$ cat src/rtl/band_peak_meter_pkg.sv
// Shared audio constants for the band analysis chain and the peak meter FSM encoding.
// Band k of any packed level vector lives at [W*k +: W], band 0 = freq1.
package band_peak_meter_pkg;

  localparam int BAND_COUNT = 7;
  localparam int LEVEL_W    = 8;

  typedef enum logic [1:0] {
    IDLE = 2'd0,
    SCAN = 2'd1,
    DONE = 2'd2
  } state_e;

  function automatic int band_lsb(input int k, input int w);
    return k * w;
  endfunction

endpackage

$ cat src/rtl/band_peak_cell.sv
// Per-band peak update: capture on new max, otherwise count down hold then decay per frame.
module band_peak_cell #(
  parameter int W           = 8,
  parameter int HW          = 5,
  parameter int HOLD_FRAMES = 30,
  parameter int DECAY_STEP  = 2
) (
  input  logic [W-1:0]  c,
  input  logic [W-1:0]  peak,
  input  logic [HW-1:0] hold,
  input  logic          frame_tick,
  output logic [W-1:0]  peak_nxt,
  output logic [HW-1:0] hold_nxt
);

  always_comb begin
    peak_nxt = peak;
    hold_nxt = hold;
    if (c >= peak) begin
      peak_nxt = c;
      hold_nxt = HW'(HOLD_FRAMES);
    end else if (frame_tick) begin
      if (hold != '0)
        hold_nxt = hold - 1'b1;
      else if (peak > W'(DECAY_STEP))
        peak_nxt = peak - W'(DECAY_STEP);
      else
        peak_nxt = '0;
    end
  end

endmodule

$ cat src/rtl/band_peak_meter.sv
// Stereo band level combiner with per-band peak hold/decay; one shared cell walks the bands
// and results are published atomically when the scan completes.
module band_peak_meter
  import band_peak_meter_pkg::*;
#(
  parameter int W           = LEVEL_W,
  parameter int NBANDS      = BAND_COUNT,
  parameter int FRAME_DIV   = 800,
  parameter int HOLD_FRAMES = 30,
  parameter int DECAY_STEP  = 2
) (
  input  logic                clock,
  input  logic                reset,
  input  logic                ready,
  input  logic [NBANDS*W-1:0] l_levels,
  input  logic [NBANDS*W-1:0] r_levels,
  input  logic                avg_mode,
  output logic [NBANDS*W-1:0] level_out,
  output logic [NBANDS*W-1:0] peak_out,
  output logic                meter_valid,
  output logic                busy,
  output logic                overrun
);

  localparam int HW = $clog2(HOLD_FRAMES + 1);
  localparam int FW = (FRAME_DIV > 1) ? $clog2(FRAME_DIV) : 1;
  localparam int IW = (NBANDS > 1) ? $clog2(NBANDS) : 1;

  state_e state, state_nxt;

  logic [NBANDS-1:0][W-1:0]  l_q, r_q;
  logic [NBANDS-1:0][W-1:0]  shadow, peak_q;
  logic [NBANDS-1:0][W-1:0]  level_q, pk_out_q;
  logic [NBANDS-1:0][W-1:0]  shadow_upd, peak_upd;
  logic [NBANDS-1:0][HW-1:0] hold_q;
  logic                      avg_q;
  logic [IW-1:0]             idx;
  logic [FW-1:0]             frame_cnt;
  logic                      frame_tick;
  logic                      overrun_q;

  logic          accept, last;
  logic [W-1:0]  l_sel, r_sel, c;
  logic [W:0]    sum;
  logic [W-1:0]  peak_nxt;
  logic [HW-1:0] hold_nxt;

  assign l_sel = l_q[idx];
  assign r_sel = r_q[idx];
  // W+1-bit sum keeps the average exact for full-scale inputs.
  assign sum   = {1'b0, l_sel} + {1'b0, r_sel};
  assign c     = avg_q ? sum[W:1] : ((l_sel > r_sel) ? l_sel : r_sel);
  assign last  = (idx == IW'(NBANDS - 1));

  band_peak_cell #(
    .W           (W),
    .HW          (HW),
    .HOLD_FRAMES (HOLD_FRAMES),
    .DECAY_STEP  (DECAY_STEP)
  ) u_cell (
    .c          (c),
    .peak       (peak_q[idx]),
    .hold       (hold_q[idx]),
    .frame_tick (frame_tick),
    .peak_nxt   (peak_nxt),
    .hold_nxt   (hold_nxt)
  );

  // Final band merged in so the outputs load on the edge into DONE.
  always_comb begin
    shadow_upd      = shadow;
    peak_upd        = peak_q;
    shadow_upd[idx] = c;
    peak_upd[idx]   = peak_nxt;
  end

  always_comb begin
    state_nxt = state;
    accept    = 1'b0;
    case (state)
      IDLE: if (ready) begin
        accept    = 1'b1;
        state_nxt = SCAN;
      end
      SCAN:    if (last) state_nxt = DONE;
      DONE:    state_nxt = IDLE;
      default: state_nxt = IDLE;
    endcase
  end

  always_ff @(posedge clock or negedge reset) begin
    if (!reset) state <= IDLE;
    else        state <= state_nxt;
  end

  always_ff @(posedge clock or negedge reset) begin
    if (!reset) begin
      l_q        <= '0;
      r_q        <= '0;
      avg_q      <= 1'b0;
      idx        <= '0;
      frame_cnt  <= '0;
      frame_tick <= 1'b0;
      overrun_q  <= 1'b0;
      shadow     <= '0;
      peak_q     <= '0;
      hold_q     <= '0;
      level_q    <= '0;
      pk_out_q   <= '0;
    end else begin
      if (ready && state != IDLE) overrun_q <= 1'b1;
      if (accept) begin
        l_q   <= l_levels;
        r_q   <= r_levels;
        avg_q <= avg_mode;
        idx   <= '0;
        if (frame_cnt == FW'(FRAME_DIV - 1)) begin
          frame_cnt  <= '0;
          frame_tick <= 1'b1;
        end else begin
          frame_cnt  <= frame_cnt + 1'b1;
          frame_tick <= 1'b0;
        end
      end
      if (state == SCAN) begin
        shadow[idx] <= c;
        peak_q[idx] <= peak_nxt;
        hold_q[idx] <= hold_nxt;
        idx         <= idx + 1'b1;
        if (last) begin
          level_q  <= shadow_upd;
          pk_out_q <= peak_upd;
        end
      end
    end
  end

  assign level_out   = level_q;
  assign peak_out    = pk_out_q;
  assign meter_valid = (state == DONE);
  assign busy        = (state != IDLE);
  assign overrun     = overrun_q;

endmodule

$ cat config.mk
export PLATFORM = sky130hd
export DESIGN_NAME = band_peak_meter
export DESIGN_NICKNAME = d
export VERILOG_FILES = /design/src/rtl/band_peak_meter_pkg.sv /design/src/rtl/band_peak_cell.sv /design/src/rtl/band_peak_meter.sv
export SDC_FILE = /design/constraint.sdc
export NUM_CORES = 1
export LEC_CHECK = 0
export CORE_ASPECT_RATIO = 0.8
export CORE_MARGIN = 2
export CORE_UTILIZATION = 40
export CTS_BUF_LIST = sky130_fd_sc_hd__clkbuf_2 sky130_fd_sc_hd__clkbuf_4 sky130_fd_sc_hd__clkbuf_8
export CTS_CLUSTER_SIZE = 24
export DETAILED_ROUTE_END_ITERATION = 12
export GPL_ROUTABILITY_DRIVEN = 0
export GPL_TIMING_DRIVEN = 0
export PLACE_DENSITY = 0.71
export SETUP_SLACK_MARGIN = 0.1
export SLEW_MARGIN = 40
export SYNTH_ARGS = -nofsm -noshare
export SYNTH_HDL_FRONTEND = slang
export SYNTH_SLANG_ARGS = --single-unit
$ cat constraint.sdc
create_clock -name clock -period 15.1 [get_ports clock]
set_input_delay 1.51 -clock clock [delete_from_list [all_inputs] [get_ports clock]]
set_output_delay 1.51 -clock clock [all_outputs]
set_load 0.01 [all_outputs]
==> flow_results.org <==
** Clock network
- After clock tree synthesis, the clock-pin slew on the worst setup and hold paths is 0.06 ns.
- The number of setup buffers added after CTS is 0.
- At the later pin of the worst-skew pair, clock insertion delay measures 0.65 ns.
- Master cell of the clock root buffer :: sky130_fd_sc_hd__clkbuf_8
- Clock tree from TritonCTS :: yes
- Number of buffers on the longest clock path :: 3
- Max H-tree Level :: 2
- In this run, post-CTS hold repair placed 0 buffers.
- Number of sinks driven by the clock tree :: 389
- Cts bufs inserted :: 61
- Once the clock tree was built, the resizer swapped 0 gates to a different size.

** Layout
- Most common cell after layout, fill and taps aside :: sky130_fd_sc_hd__nand2_1
- Non-filler instance count after layout :: 2873
- In the final layout, the share of cells above drive strength 1 is 0.0850.
- The area growth from synthesis to layout is 25.0%.
- The sequential cells in the finished layout cover a total of 0.00973 mm^2.
- The final layout contains 2378 nets.
- Counting the fill cells in the layout gives 4106.
- Share of the core filled with cells in the final layout :: 0.507
- Combined area of the multi-input logic cells :: 0.00766 mm^2
- The top cell types in the final layout, fill and taps aside, are 645 x sky130_fd_sc_hd__nand2_1, 389 x sky130_fd_sc_hd__dfrtp_1, 229 x sky130_fd_sc_hd__clkdlybuf4s50_1.
- 0 antenna diodes ended up in the layout.

** Timing
- The clock period could shrink to 8.33 ns.
- Hold Slack :: 0.462 ns
- Setup repair after global routing left no endpoint under its margin.
- Final setup slack of the worst path :: 6.77 ns
- The number of hold violations in the final report was 0.
- Static timing analysis puts the maximum clock frequency at 120 MHz.
- Slew at the pin with the worst max-slew slack :: 0.884 ns
- The worst pin sits at a relative slew slack of 0.409.
- Across the routed clock network, the largest skew measured is 0.0310 ns.
- Of the available clock period, the critical path in the final layout requires 0.552.
- Setup violations remaining at the end of the flow were counted as 0.
- The max-slew violation count came to 0.

** Drt
- The first detailed-routing pass ran for 7 iterations.
- DRC viols :: 0
- Using the TritonRoute via totals, the vias-per-cell ratio works out to 5.62.
- The count of nets left with antenna violations once routing finished came out at 0.
- Dividing the detail-routed wire length by the instance count gives 20.8 um.
- After detailed routing, the total wire length is 59600 um.
- The final route contains 16200 vias.
- Starting DRT DRC Count :: 1664

** Logic synthesis
- The netlist uses 89 different library cells.
- Most used DFF post-synth :: sky130_fd_sc_hd__dfrtp_1
- Synthesized Nets :: 2080
- After synthesis the netlist holds a flip-flop and latch count of 389.
- Post-synthesis instance area :: 0.0180 mm^2
- Post-synthesis instance total :: 1934
- For this run, asynchronously set or reset flops after synthesis account for 1.00.
- Sequential area share after synthesis :: 0.541
- Portion of synthesized cell area occupied by the leading cell type :: 0.541
- Count of flip-flops with a built-in enable after synthesis :: 0
- Average footprint of a synthesized cell :: 9.31 um^2
- YS warnings :: 0
- Leading cell types by total area after synthesis :: sky130_fd_sc_hd__dfrtp_1 54%, sky130_fd_sc_hd__nand2_1 13%, sky130_fd_sc_hd__o21ai_0 3.0%
- Leading area contributor after synthesis :: sky130_fd_sc_hd__dfrtp_1

** Global route
- Combined global-route utilization of all metal layers :: 0.255
- Number of global-route vias before repair :: 16000
- Largest net degree at the start of global routing :: 80
- Number of antenna violations at the first check in global routing :: 0
- First-pass GRT wire length :: 91700 um
- Summed over all layers, the global routing overflow is 0.

** Floorplanning
- The die covers 0.0467 mm^2.
- Die Span X :: 241 um
- In this run the vertical extent of the chip is 194 um.
- The floorplan has 69 rows.
- For this configuration, the core starts out at a cell density of 0.406.
- Number of top-level design ports :: 231
- Core area :: 0.0444 mm^2

** Placed design
- Number of cells after detailed placement :: 2772
- OpenSTA, run right after detailed placement, puts the worst setup slack at 7.03 ns.
- IO buf count :: 230
- After legalization and detailed placement, the total HPWL measured 43900 um.

** Worst setup path
- The most critical setup path has its startpoint at idx[2]$_DFFE_PN0P_.
- The setup check on the worst reg-to-reg path leaves a slack of 6.77 ns.
- Worst r2r src :: idx[2]$_DFFE_PN0P_
- The endpoint identified for the worst register-to-register timing path is peak_out[45]$_DFFE_PN0P_.
- End of the critical path :: peak_out[45]$_DFFE_PN0P_
- STA classifies the critical path endpoint as a flip-flop.
- At the worst endpoint, the required time is 15.58 ns.
- Signal arrival time at the worst endpoint :: 8.82 ns
- The worst setup path is of the flip-flop to flip-flop kind.
- In this run the worst path has a maximum fanout of 10.
- Worst Reg2Reg Path Length in Cells :: 25
- The worst setup path is launched from a flip-flop.

** Worst hold path
- In this run the worst hold path is classified as flip-flop to flip-flop.

** Status
- The run finished with clean final reports.

** Run
- Max Cap Viol :: 0
==> layout make-up <==
class	instances	area share
buffer	120	0.0230
tap	603	0.0335
clock buffer	95	0.0517
inverter	30	0.00501
clock inverter	6	0.00517
timing repair buffer	235	0.108
sequential	389	0.433
multi-input combinational	1395	0.341
==> sequential cells by signal, summed over array words and instances (netlist names) <==
| register | count |
|---|---|
| l_q | 56 |
| level_out | 56 |
| peak_out | 56 |
| peak_q | 56 |
| r_q | 56 |
| shadow | 56 |
| hold_q | 35 |
| frame_cnt | 10 |
| idx | 3 |
| state | 2 |
| avg_q | 1 |
| frame_tick | 1 |
| overrun | 1 |
==> critical path, stage by stage, from the launching register on <==
cell and delay (ns):
sky130_fd_sc_hd__dfrtp_1 0.39, sky130_fd_sc_hd__buf_2 0.32, sky130_fd_sc_hd__buf_2 0.36, sky130_fd_sc_hd__buf_1 0.63, sky130_fd_sc_hd__buf_2 0.43, sky130_fd_sc_hd__a211oi_1 0.08
sky130_fd_sc_hd__a211oi_1 0.45, sky130_fd_sc_hd__inv_1 0.13, sky130_fd_sc_hd__ha_1 0.30, sky130_fd_sc_hd__clkbuf_1 0.30, sky130_fd_sc_hd__nand4_1 0.23, sky130_fd_sc_hd__nor2b_1 0.20
sky130_fd_sc_hd__o21ai_1 0.42, sky130_fd_sc_hd__a211oi_1 0.20, sky130_fd_sc_hd__or3_1 0.45, sky130_fd_sc_hd__clkbuf_1 0.36, sky130_fd_sc_hd__inv_1 0.16, sky130_fd_sc_hd__ha_1 0.26
sky130_fd_sc_hd__a21o_1 0.17, sky130_fd_sc_hd__a31oi_1 0.15, sky130_fd_sc_hd__o21ai_0 0.18, sky130_fd_sc_hd__o22ai_1 0.24, sky130_fd_sc_hd__buf_1 0.61, sky130_fd_sc_hd__o21ai_1 0.20
sky130_fd_sc_hd__a31oi_2 0.75, sky130_fd_sc_hd__o31ai_1 0.22
==> Yosys cell counts, types with 6 or more instances <==
cell and n:
sky130_fd_sc_hd__o21a_1 7, sky130_fd_sc_hd__nand2_1 645, sky130_fd_sc_hd__nand3_1 16, sky130_fd_sc_hd__a22o_1 10, sky130_fd_sc_hd__nor3_1 10, sky130_fd_sc_hd__nand2b_1 8, sky130_fd_sc_hd__o21ai_0 108, sky130_fd_sc_hd__o211ai_1 7
sky130_fd_sc_hd__ha_1 29, sky130_fd_sc_hd__buf_2 14, sky130_fd_sc_hd__a21oi_1 35, sky130_fd_sc_hd__xnor2_1 10, sky130_fd_sc_hd__buf_1 6, sky130_fd_sc_hd__a221o_1 13, sky130_fd_sc_hd__a211oi_1 18, sky130_fd_sc_hd__mux2i_1 40
sky130_fd_sc_hd__dfrtp_1 389, sky130_fd_sc_hd__a22oi_1 22, sky130_fd_sc_hd__and3_1 10, sky130_fd_sc_hd__nor2_1 127, sky130_fd_sc_hd__mux2_2 27, sky130_fd_sc_hd__a21o_1 18, sky130_fd_sc_hd__o21ai_1 44, sky130_fd_sc_hd__buf_4 7
sky130_fd_sc_hd__nand4_1 10, sky130_fd_sc_hd__and2_1 9, sky130_fd_sc_hd__a31oi_1 20, sky130_fd_sc_hd__o22ai_1 13, sky130_fd_sc_hd__a221oi_1 8, sky130_fd_sc_hd__clkbuf_1 90, sky130_fd_sc_hd__inv_1 24, sky130_fd_sc_hd__nor2b_1 12
sky130_fd_sc_hd__o31ai_1 26
==> layer usage <==
metal | global-route usage | part of all wire | vias to the layer above
li1 | - | - | 7190
met1 | 0.347 | 0.41 | 7851
met2 | 0.400 | 0.45 | 942
met3 | 0.0665 | 0.11 | 172
met4 | 0.0786 | 0.031 | 0
met5 | 0 | 0 | -
==> kinds of logic after synthesis <==
logic type / Yosys count / synth area share
muxes: 78 / 0.0493
xor gates and xnor gates: 12 / 0.00584
and+or+nand+nor: 883 / 0.202
AOI/OAI and AO/OA: 392 / 0.146
buffers and inverters: 150 / 0.0350
DFF: 389 / 0.541
adders and majority gates: 30 / 0.0213
==> stage by stage <==
stage	TNS, ns	cell area [um^2]
floorplan	0	18000
global placement	-1528.11	21100
detailed placement	0	21200
global route	0	22500
finish	0	22500
CTS	0	22500
==> how the worst min path moves through the flow <==
stage	from	end	slack (ns)	cells after the start
2_1_floorplan	frame_cnt[4]$_DFFE_PN0P_	frame_cnt[4]$_DFFE_PN0P_	0.44	1
3_3_place_gp	overrun$_DFFE_PN0P_	overrun$_DFFE_PN0P_	0.44	1
3_5_place_dp	overrun$_DFFE_PN0P_	overrun$_DFFE_PN0P_	0.45	1
4_1_cts	overrun$_DFFE_PN0P_	overrun$_DFFE_PN0P_	0.46	1
5_1_grt	frame_cnt[4]$_DFFE_PN0P_	frame_cnt[4]$_DFFE_PN0P_	0.48	1
6_report	shadow[6]$_DFFE_PN0P_	level_out[6]$_DFFE_PN0P_	0.46	2
Power is left out: the tool's default activity adds up to more than one toggle a clock period on the data nets, which glitch-free logic cannot reach.
